$ cat src/rtl/hit_detector.sv
// hit_detector
// Collision detector on the pixel-stream side of the enemy sprite drawers.
// Each Clk during a frame it compares every live enemy's sprite pixel with the
// player missile pixel. At the first overlap of a frame it latches the lowest
// overlapping enemy. At the next frame boundary it commits that enemy as the
// frame's hit, then holds it for one full frame. It also tracks the alive mask
// and the score, and it flags when the wave has been cleared.
//
// Ports
//   Clk              pixel/system clock
//   Reset            asynchronous, active-high reset
//   frame_clk        vsync-derived frame tick, asynchronous to Clk
//   start            new-game pulse
//   is_playing       game-running level
//   enemy_on         per-enemy sprite pixel active this Clk
//   missile_on       missile sprite pixel active this Clk
//   hit              per-enemy hit, held for one full frame
//   missile_consumed 1-Clk pulse while a hit is committing
//   alive            enemies not yet destroyed
//   score            accumulated score, saturating
//   all_cleared      wave cleared while playing
module hit_detector #(
  parameter int unsigned NUM_ENEMIES = 8,
  parameter int unsigned POINTS      = 10,
  parameter int unsigned SCORE_W     = 16
) (
  input  logic                   Clk,
  input  logic                   Reset,
  input  logic                   frame_clk,
  input  logic                   start,
  input  logic                   is_playing,
  input  logic [NUM_ENEMIES-1:0] enemy_on,
  input  logic                   missile_on,
  output logic [NUM_ENEMIES-1:0] hit,
  output logic                   missile_consumed,
  output logic [NUM_ENEMIES-1:0] alive,
  output logic [SCORE_W-1:0]     score,
  output logic                   all_cleared
);

  // The score sum is formed in a wider word so that saturation can be detected.
  localparam int unsigned SUM_W = SCORE_W + 32;
  localparam logic [NUM_ENEMIES-1:0] ALL_ALIVE = '1;
  localparam logic [SCORE_W-1:0]     SCORE_MAX = '1;

  typedef enum logic [1:0] {
    ST_IDLE    = 2'd0,
    ST_SCAN    = 2'd1,
    ST_COMMIT  = 2'd2,
    ST_CLEARED = 2'd3
  } state_t;

  state_t                 state_q, state_d;
  logic                   sync1_q, sync1_d;
  logic                   sync2_q, sync2_d;
  logic                   edge_q, edge_d;
  logic [NUM_ENEMIES-1:0] pending_q, pending_d;
  logic [NUM_ENEMIES-1:0] hit_q, hit_d;
  logic [NUM_ENEMIES-1:0] alive_q, alive_d;
  logic [SCORE_W-1:0]     score_q, score_d;
  logic                   consumed_q, consumed_d;
  logic                   cleared_q, cleared_d;

  logic                   frame_tick_c;
  logic [NUM_ENEMIES-1:0] ov_c;
  logic [NUM_ENEMIES-1:0] first_c;
  logic [NUM_ENEMIES-1:0] alive_after_c;
  logic [SUM_W-1:0]       score_sum_c;
  logic [SCORE_W-1:0]     score_inc_c;

  // frame_clk synchroniser and rising-edge detect
  always_comb begin
    sync1_d      = frame_clk;
    sync2_d      = sync1_q;
    edge_d       = sync2_q;
    frame_tick_c = sync2_q & ~edge_q;
  end

  // Overlap of live enemies with the missile. x & -x keeps the lowest set bit.
  always_comb begin
    ov_c          = enemy_on & alive_q & {NUM_ENEMIES{missile_on}};
    first_c       = ov_c & (~ov_c + NUM_ENEMIES'(1));
    alive_after_c = alive_q & ~pending_q;
    score_sum_c   = SUM_W'(score_q) + SUM_W'(POINTS);
    score_inc_c   = (score_sum_c > SUM_W'(SCORE_MAX)) ? SCORE_MAX
                                                      : score_sum_c[SCORE_W-1:0];
  end

  // Next-state and datapath updates
  always_comb begin
    state_d    = state_q;
    pending_d  = pending_q;
    hit_d      = hit_q;
    alive_d    = alive_q;
    score_d    = score_q;
    consumed_d = 1'b0;

    case (state_q)
      ST_IDLE: begin
        hit_d     = '0;
        pending_d = '0;
        if (start) begin
          state_d = ST_SCAN;
          score_d = '0;
          alive_d = ALL_ALIVE;
        end
      end

      ST_SCAN: begin
        // The first overlap of the frame is frozen until it commits.
        if (pending_q == '0) begin
          pending_d = first_c;
        end
        if (frame_tick_c) begin
          state_d = ST_COMMIT;
          // Raised on entry so that the registered pulse lines up with COMMIT.
          consumed_d = (pending_d != '0);
        end
      end

      ST_COMMIT: begin
        hit_d     = pending_q;
        alive_d   = alive_after_c;
        pending_d = '0;
        if (pending_q != '0) begin
          score_d = score_inc_c;
        end
        state_d = (alive_after_c == '0) ? ST_CLEARED : ST_SCAN;
      end

      ST_CLEARED: begin
        pending_d = '0;
        if (frame_tick_c) begin
          hit_d = '0;
        end
        if (start) begin
          state_d = ST_SCAN;
          hit_d   = '0;
          score_d = '0;
          alive_d = ALL_ALIVE;
        end
      end

      default: begin
        state_d   = ST_IDLE;
        hit_d     = '0;
        pending_d = '0;
      end
    endcase

    // Leaving play keeps the score and alive mask for display.
    if ((state_q != ST_IDLE) && !is_playing) begin
      state_d    = ST_IDLE;
      hit_d      = '0;
      pending_d  = '0;
      alive_d    = alive_q;
      score_d    = score_q;
      consumed_d = 1'b0;
    end else if (start && ((state_q == ST_SCAN) || (state_q == ST_COMMIT))) begin
      // A restart takes priority over a frame tick that arrives in the same Clk.
      state_d    = ST_SCAN;
      hit_d      = '0;
      pending_d  = '0;
      alive_d    = ALL_ALIVE;
      score_d    = '0;
      consumed_d = 1'b0;
    end

    cleared_d = (state_d == ST_CLEARED);
  end

  // State and datapath registers
  always_ff @(posedge Clk or posedge Reset) begin
    if (Reset) begin
      state_q    <= ST_IDLE;
      sync1_q    <= 1'b0;
      sync2_q    <= 1'b0;
      edge_q     <= 1'b0;
      pending_q  <= '0;
      hit_q      <= '0;
      alive_q    <= ALL_ALIVE;
      score_q    <= '0;
      consumed_q <= 1'b0;
      cleared_q  <= 1'b0;
    end else begin
      state_q    <= state_d;
      sync1_q    <= sync1_d;
      sync2_q    <= sync2_d;
      edge_q     <= edge_d;
      pending_q  <= pending_d;
      hit_q      <= hit_d;
      alive_q    <= alive_d;
      score_q    <= score_d;
      consumed_q <= consumed_d;
      cleared_q  <= cleared_d;
    end
  end

  assign hit              = hit_q;
  assign missile_consumed = consumed_q;
  assign alive            = alive_q;
  assign score            = score_q;
  assign all_cleared      = cleared_q;

endmodule

$ cat config.mk
export PLATFORM = sky130hd
export DESIGN_NAME = hit_detector
export DESIGN_NICKNAME = d
export VERILOG_FILES = /design/src/rtl/hit_detector.sv
export SDC_FILE = /design/constraint.sdc
export NUM_CORES = 1
export LEC_CHECK = 0
export CAP_MARGIN = 20
export CORE_MARGIN = 2
export CORE_UTILIZATION = 56
export CTS_CLUSTER_DIAMETER = 30
export CTS_CLUSTER_SIZE = 10
export DETAILED_ROUTE_END_ITERATION = 8
export PLACE_DENSITY = 0.87
export RECOVER_POWER = 25
export SYNTH_ARGS = -nofsm -noshare
export SYNTH_HDL_FRONTEND = slang
export SYNTH_SLANG_ARGS = --single-unit
$ cat constraint.sdc
create_clock -name Clk -period 6.4 [get_ports Clk]
set_input_delay 1.28 -clock Clk [delete_from_list [all_inputs] [get_ports Clk]]
set_output_delay 1.28 -clock Clk [all_outputs]
set_load 0.005 [all_outputs]
==> reports/results.ini, run 1 <==
[critical_path]
endpoint_kind=asynchronous set/reset pin
start_kind=primary input
cp.arrival_ps=3620
crit_path_cell_trace=dlygate4sd3_1 > inv_1 > clkbuf_1
ff2ff_path_depth=7
critPathSlowestCell=clkbuf_1
critical_path.max_fanout=45
cpPeakStageDelay_ps=1680
crit_type=in -> async
cp.required_ps=6330

[drt]
wire_per_inst_um=17.0
drcViolationCount=0
ant_nets=0
routed_wl_um=6420
vias=2410
drt_pass1_iterations=5
via_per_inst=6.39
drt_iter0_markers=274

[synth]
ys_seq_elements=47
yosys.area_share.adder_pct=3.81
synth_area_um2=2560
synth_top_area_share_pct=38.1
synth-seq-area-share_pct=46.3
synth_xor_area_share_pct=1.03
synthDistinctLibCells=52
synth_nets=299
synth-compound-area-share_pct=24.1
async_flop_share_pct=100
yosys.area_share.simple_pct=21.2
syn_area_per_cell_um2=9.21
ys.flop_type=dfrtp_1
synth_area_leaders=dfrtp_1 (38%), dfstp_2 (8.2%), nand2_1 (6.3%)
synth_edf_count=0
synth_area_leader_cell=dfrtp_1
synth_cells=278
synth_top_family_by_area=compound AO/OA/AOI/OAI gates
synthesis.yosys.warnings=0
yosys-mux-area-fraction_pct=0

[sta]
fin_skew_ps=11.2
slew_headroom_pct=-56.4
fin_tns_setup_ps=0
min_period_ps=3690
hold_viol=0
hold_ws_ps=360
period_share_pct=57.6
rsz0062_at_grt=false
timing.fmax_mhz=271
setup_viol=0
worstMarginPinSlew_ps=2350
finalMaxSlewViolations=46

[layout]
mostFrequentLayoutCells=clkdlybuf4s50_1 (45), nand2_1 (43), dfrtp_1 (39)
fin_util_pct=71.6
nets=345
n_antenna_cell=0
layout.cells.most_common=clkdlybuf4s50_1
layout-drive-gt1-share_pct=6.15
area_growth_pct=22.6
fin_cells=377
fin_area_um2=3140

[floorplanning]
boundaryPins=48
die_area_um2=5130
core_area_um2=4380
dieHeight_um=71.6
initial_utilization_pct=58.4
rows=24
dieWidth_um=71.6

[worst_hold_path]
whs_path_depth=0
hold_path_class=reg -> reg

[placed_design]
dp.cells=367
gp_congestion=0.912
port_buffers=47
hpwlAfterDp_um=4600
dpl_cell_area_um2=3050

[power_and_ir_drop]
peakVddDrop_mv=0.222
power.static_leakage_nw=1.30
power_density_nw_per_um2=328

[clock_network]
cts_tree=built
cts_max_level=2
insertion_delay_ps=310
clock_path_buffers=2
ctsHoldBuffers=0
cts.sinks=47
cts_setup_buffers=0
root_buffer=clkbuf_8
cts_resized=0
cts.clk_slew.worst_paths_ps=80
cts-buffers-inserted=5

[status]
status=finished with violations
violations=max-capacitance violations, max-slew violations

[global_route]
grt_pass1_wl_um=11000
antenna_found_initial=0
grt_max_degree=48
grt_pass1_vias=2373
grt_overflow_total=0
grt.total_usage_pct=27.1

[run]
drv_cap=1

-- metrics by stage --
| step | power [W] | setup WS [ps] |
|---|---|---|
| 6_report | 0.00103 | 2710 |
| 2_1_floorplan | 0.000708 | 3930 |
| 3_3_place_gp | 0.000824 | 3020 |
| 3_5_place_dp | 0.000842 | 2930 |
| 5_1_grt | 0.00110 | 2160 |
| 4_1_cts | 0.00102 | 3220 |
-- worst max-delay path, delay by kind of cell --
| family | cells | cell delay [ps] |
|---|---|---|
| buffers and inverters | 3 | 2310 |
-- cells by family after synthesis --
kind of cell | count (synthesis)
and+or+nand+nor | 111
AOI/OAI and AO/OA | 88
DFF | 47
buffers and inverters | 21
adders and majority gates | 8
xor gates and xnor gates | 3
-- layer usage --
metal  global-route usage, %  routed length, um
met5                       0                  0
met4                    13.0                214
met3                    5.77                470
met2                    42.4               3040
met1                    36.1               2700
-- registers in the layout (all words and copies together) (netlist names) --
name / count
all_cleared: 1
missile_consumed: 1
state_q: 2
edge_q: 1
pending_q: 8
alive: 8
edge_d: 1
score: 16
sync1_q: 1
hit: 8
-- area by class of cell --
| class | instances | area [um^2] |
|---|---|---|
| clock buffers | 7 | 76.3 |
| clock inverters | 1 | 5.00 |
| fillers | 333 | 1240 |
| inverters | 11 | 41.3 |
| multi-input cells | 210 | 1280 |
| flip-flops and latches | 47 | 1190 |
| well taps | 52 | 65.1 |
| repair buffers | 49 | 482 |
-- Yosys cell counts, types with 5 or more instances --
cell type   n
nand2_1    43
dfrtp_1    39
nor2_1     24
a21oi_1    19
o21ai_0    13
inv_1      11
a21o_1      9
a41oi_1     9
dfstp_2     8
a31oi_1     7
ha_1        7
and3_1      5
clkbuf_1    5
nor2b_1     5
-- final timing paths --
kind / from / end / slack, ps
setup / recovery: Reset / edge_q / 2710
max in group Clk: start / score[9] / 3160
setup reg to reg: state_q[0] / score[9] / 3700
min in group asynchronous: Reset / hit[2] / 1270
hold / removal: sync1_q / edge_d / 360
hold reg to reg: sync1_q / edge_d / 360
-- report_power, final --
part           switching, W  internal [W]  total [W]
combinational      0.000274      0.000179   0.000453
sequential        0.0000629      0.000339   0.000402
clock             0.0000969     0.0000768   0.000174
(Power assumes the default switching activity.)
==> inputs of run 2 (changes only) <==
--- a/config.mk
+++ b/config.mk
@@ -7,11 +7,11 @@
 export LEC_CHECK = 0
 export CAP_MARGIN = 20
 export CORE_MARGIN = 2
-export CORE_UTILIZATION = 56
+export CORE_UTILIZATION = 52
 export CTS_CLUSTER_DIAMETER = 30
 export CTS_CLUSTER_SIZE = 10
 export DETAILED_ROUTE_END_ITERATION = 8
-export PLACE_DENSITY = 0.87
+export PLACE_DENSITY = 0.82
 export RECOVER_POWER = 25
 export SYNTH_ARGS = -nofsm -noshare
 export SYNTH_HDL_FRONTEND = slang
==> constraint.sdc (replaced) <==
create_clock -name Clk -period 3.5 [get_ports Clk]
set_input_delay 0.7 -clock Clk [delete_from_list [all_inputs] [get_ports Clk]]
set_output_delay 0.7 -clock Clk [all_outputs]
set_load 0.005 [all_outputs]
==> run 2 against run 1 <==
The run now ends clean. Total power increased by 85%. Combinational power rose by 82%. Via count is 1.5% lower. Sequential power increased by 83%. Core utilization shrank 4.1 points. Cell area grew 1.5%. Clock-buffer cell count down 2. Cell count rose by 4.0%. Register-to-register slack lost 3000 ps. Largest cell class unchanged.
==> reports/results.ini, run 2 (synthesized netlist as in run 1, its figures left out) <==
[status]
status=finished clean

[run]
drv_cap=0  ; -1

[clock_network]
clock_path_buffers=2  ; unchanged
cts_setup_buffers=0  ; unchanged
ctsHoldBuffers=0  ; unchanged
cts_max_level=2  ; unchanged
root_buffer=clkbuf_8
cts-buffers-inserted=5  ; unchanged
cts.clk_slew.worst_paths_ps=100  ; +20 ps
insertion_delay_ps=310  ; about the same
cts_resized=0  ; unchanged
cts.sinks=47  ; unchanged
cts_tree=built

[sta]
finalMaxSlewViolations=0  ; -100%
worstMarginPinSlew_ps=1030  ; -1320 ps
hold_viol=0  ; unchanged
hold_ws_ps=361  ; +1.35 ps
period_share_pct=79.1
fin_skew_ps=15.0  ; +3.89 ps
min_period_ps=2770
slew_headroom_pct=31.5  ; +88 points
setup_viol=0  ; unchanged
timing.fmax_mhz=361
rsz0062_at_grt=false
fin_tns_setup_ps=0  ; unchanged

[critical_path]
endpoint_kind=flop
critPathSlowestCell=o221ai_1
path_common_cell=nand2_1
critical_path.max_fanout=13  ; -71%
cpPeakStageDelay_ps=800  ; -880 ps
start_kind=flop
crit_type=reg -> reg
crit_path_cell_trace=inv_1 > ha_1 > nand2_1 > nand2_1 > o221ai_1 > nor2_1 > a311oi_1
cp.required_ps=3690  ; -2640 ps
cp.arrival_ps=2960  ; -660 ps

[global_route]
grt_pass1_wl_um=10200  ; -6.5%
antenna_found_initial=0  ; unchanged
grt_pass1_vias=2122  ; -11%
grt.total_usage_pct=24.3  ; -2.8 points
grt_max_degree=48  ; unchanged
grt_overflow_total=0  ; unchanged

[drt]
wire_per_inst_um=15.8  ; -7.0%
via_per_inst=6.06  ; -5.2%
drcViolationCount=0  ; unchanged
drt_pass1_iterations=6  ; +1
drt_iter0_markers=268  ; -2.2%
ant_nets=0  ; unchanged
vias=2375  ; -1.5%
routed_wl_um=6210  ; -3.3%

[worst_hold_path]
hold_path_class=reg -> reg

[placed_design]
hpwlAfterDp_um=4500  ; -2.2%
port_buffers=47  ; unchanged
gp_congestion=0.898  ; -1.5%

[floorplanning]
dieWidth_um=74.2  ; +3.6%
die_area_um2=5500  ; +7.3%
initial_utilization_pct=54.2  ; -4.2 points
dieHeight_um=74.2  ; +3.6%
rows=25  ; +4.2%
core_area_um2=4720  ; +7.7%
boundaryPins=48  ; unchanged

[power_and_ir_drop]
power.static_leakage_nw=1.31  ; +0.80%
peakVddDrop_mv=0.401  ; +81%
power_density_nw_per_um2=597  ; +82%

[layout]
layout-drive-gt1-share_pct=7.08  ; +0.92 points
n_fill_cell=366  ; +9.9%
largest_reg_flops=16  ; unchanged
layout.cells.most_common=clkdlybuf4s50_1
mostFrequentLayoutCells=clkdlybuf4s50_1 (45), nand2_1 (43), dfrtp_1 (39)
n_antenna_cell=0  ; unchanged
area_growth_pct=24.5
nets=345  ; unchanged

## run 2: worst paths after layout
check,from,endpoint,slack (ps),depth (start not counted)
hold reg to reg,sync1_q,edge_d,360,0
setup / recovery,state_q[0],score[2],730,7
min in group asynchronous,Reset,hit[7],780,2
hold / removal,sync1_q,edge_d,360,0
max in group asynchronous,Reset,alive[3],2110,3
setup reg to reg,state_q[0],score[2],730,7
## run 2: stage by stage
| stage | power (W) | setup slack, ps | area, um^2 | util, % | std cells |
|---|---|---|---|---|---|
| after floorplan | 0.00129 | 1430 | 2560 | - | 278 |
| after detailed placement | 0.00156 | 527 | 3070 | 65.1 | 383 |
| final | 0.00190 | 732 | 3190 | 67.5 | 392 |
| after global routing | 0.00203 | 548 | 3190 | 67.5 | 392 |
| after CTS | 0.00190 | 767 | 3170 | 67.0 | 391 |
| after global placement | 0.00152 | 704 | 3070 | 65.1 | 383 |
## run 2: cell type report
| cell class | count | area [um^2] | area share, % |
|---|---|---|---|
| timing repair buffer | 49 | 498 | 15.6 |
| multi-input combinational | 210 | 1280 | 40.3 |
| clock inverter | 3 | 25.0 | 0.785 |
| clock buffer | 5 | 68.8 | 2.16 |
| tap | 67 | 83.8 | 2.63 |
| inverter | 11 | 41.3 | 1.30 |
| sequential | 47 | 1190 | 37.2 |
## run 2: power by group
part | internal (W) | switching [W] | leakage [nW]
Sequential | 0.000619 | 0.000117 | 0.612
Clock | 0.000143 | 0.000199 | 0.0443
Combinational | 0.000329 | 0.000495 | 0.652
Total | 0.00109 | 0.000811 | 1.31
## run 2: critical path: cells and delay by family, from the launching register on
| kind | cells | cell delay, ps |
|---|---|---|
| AOI/OAI and AO/OA | 2 | 1150 |
| DFF | 1 | 500 |
| and+or+nand+nor | 3 | 500 |
| adders and majority gates | 1 | 400 |
| buffers and inverters | 1 | 120 |
## run 2: layer usage
metal	global-route usage [%]	share of wire, %
met1	35.0	44
met2	37.1	47
met3	4.34	7.1
met4	9.09	1.8
met5	0	0
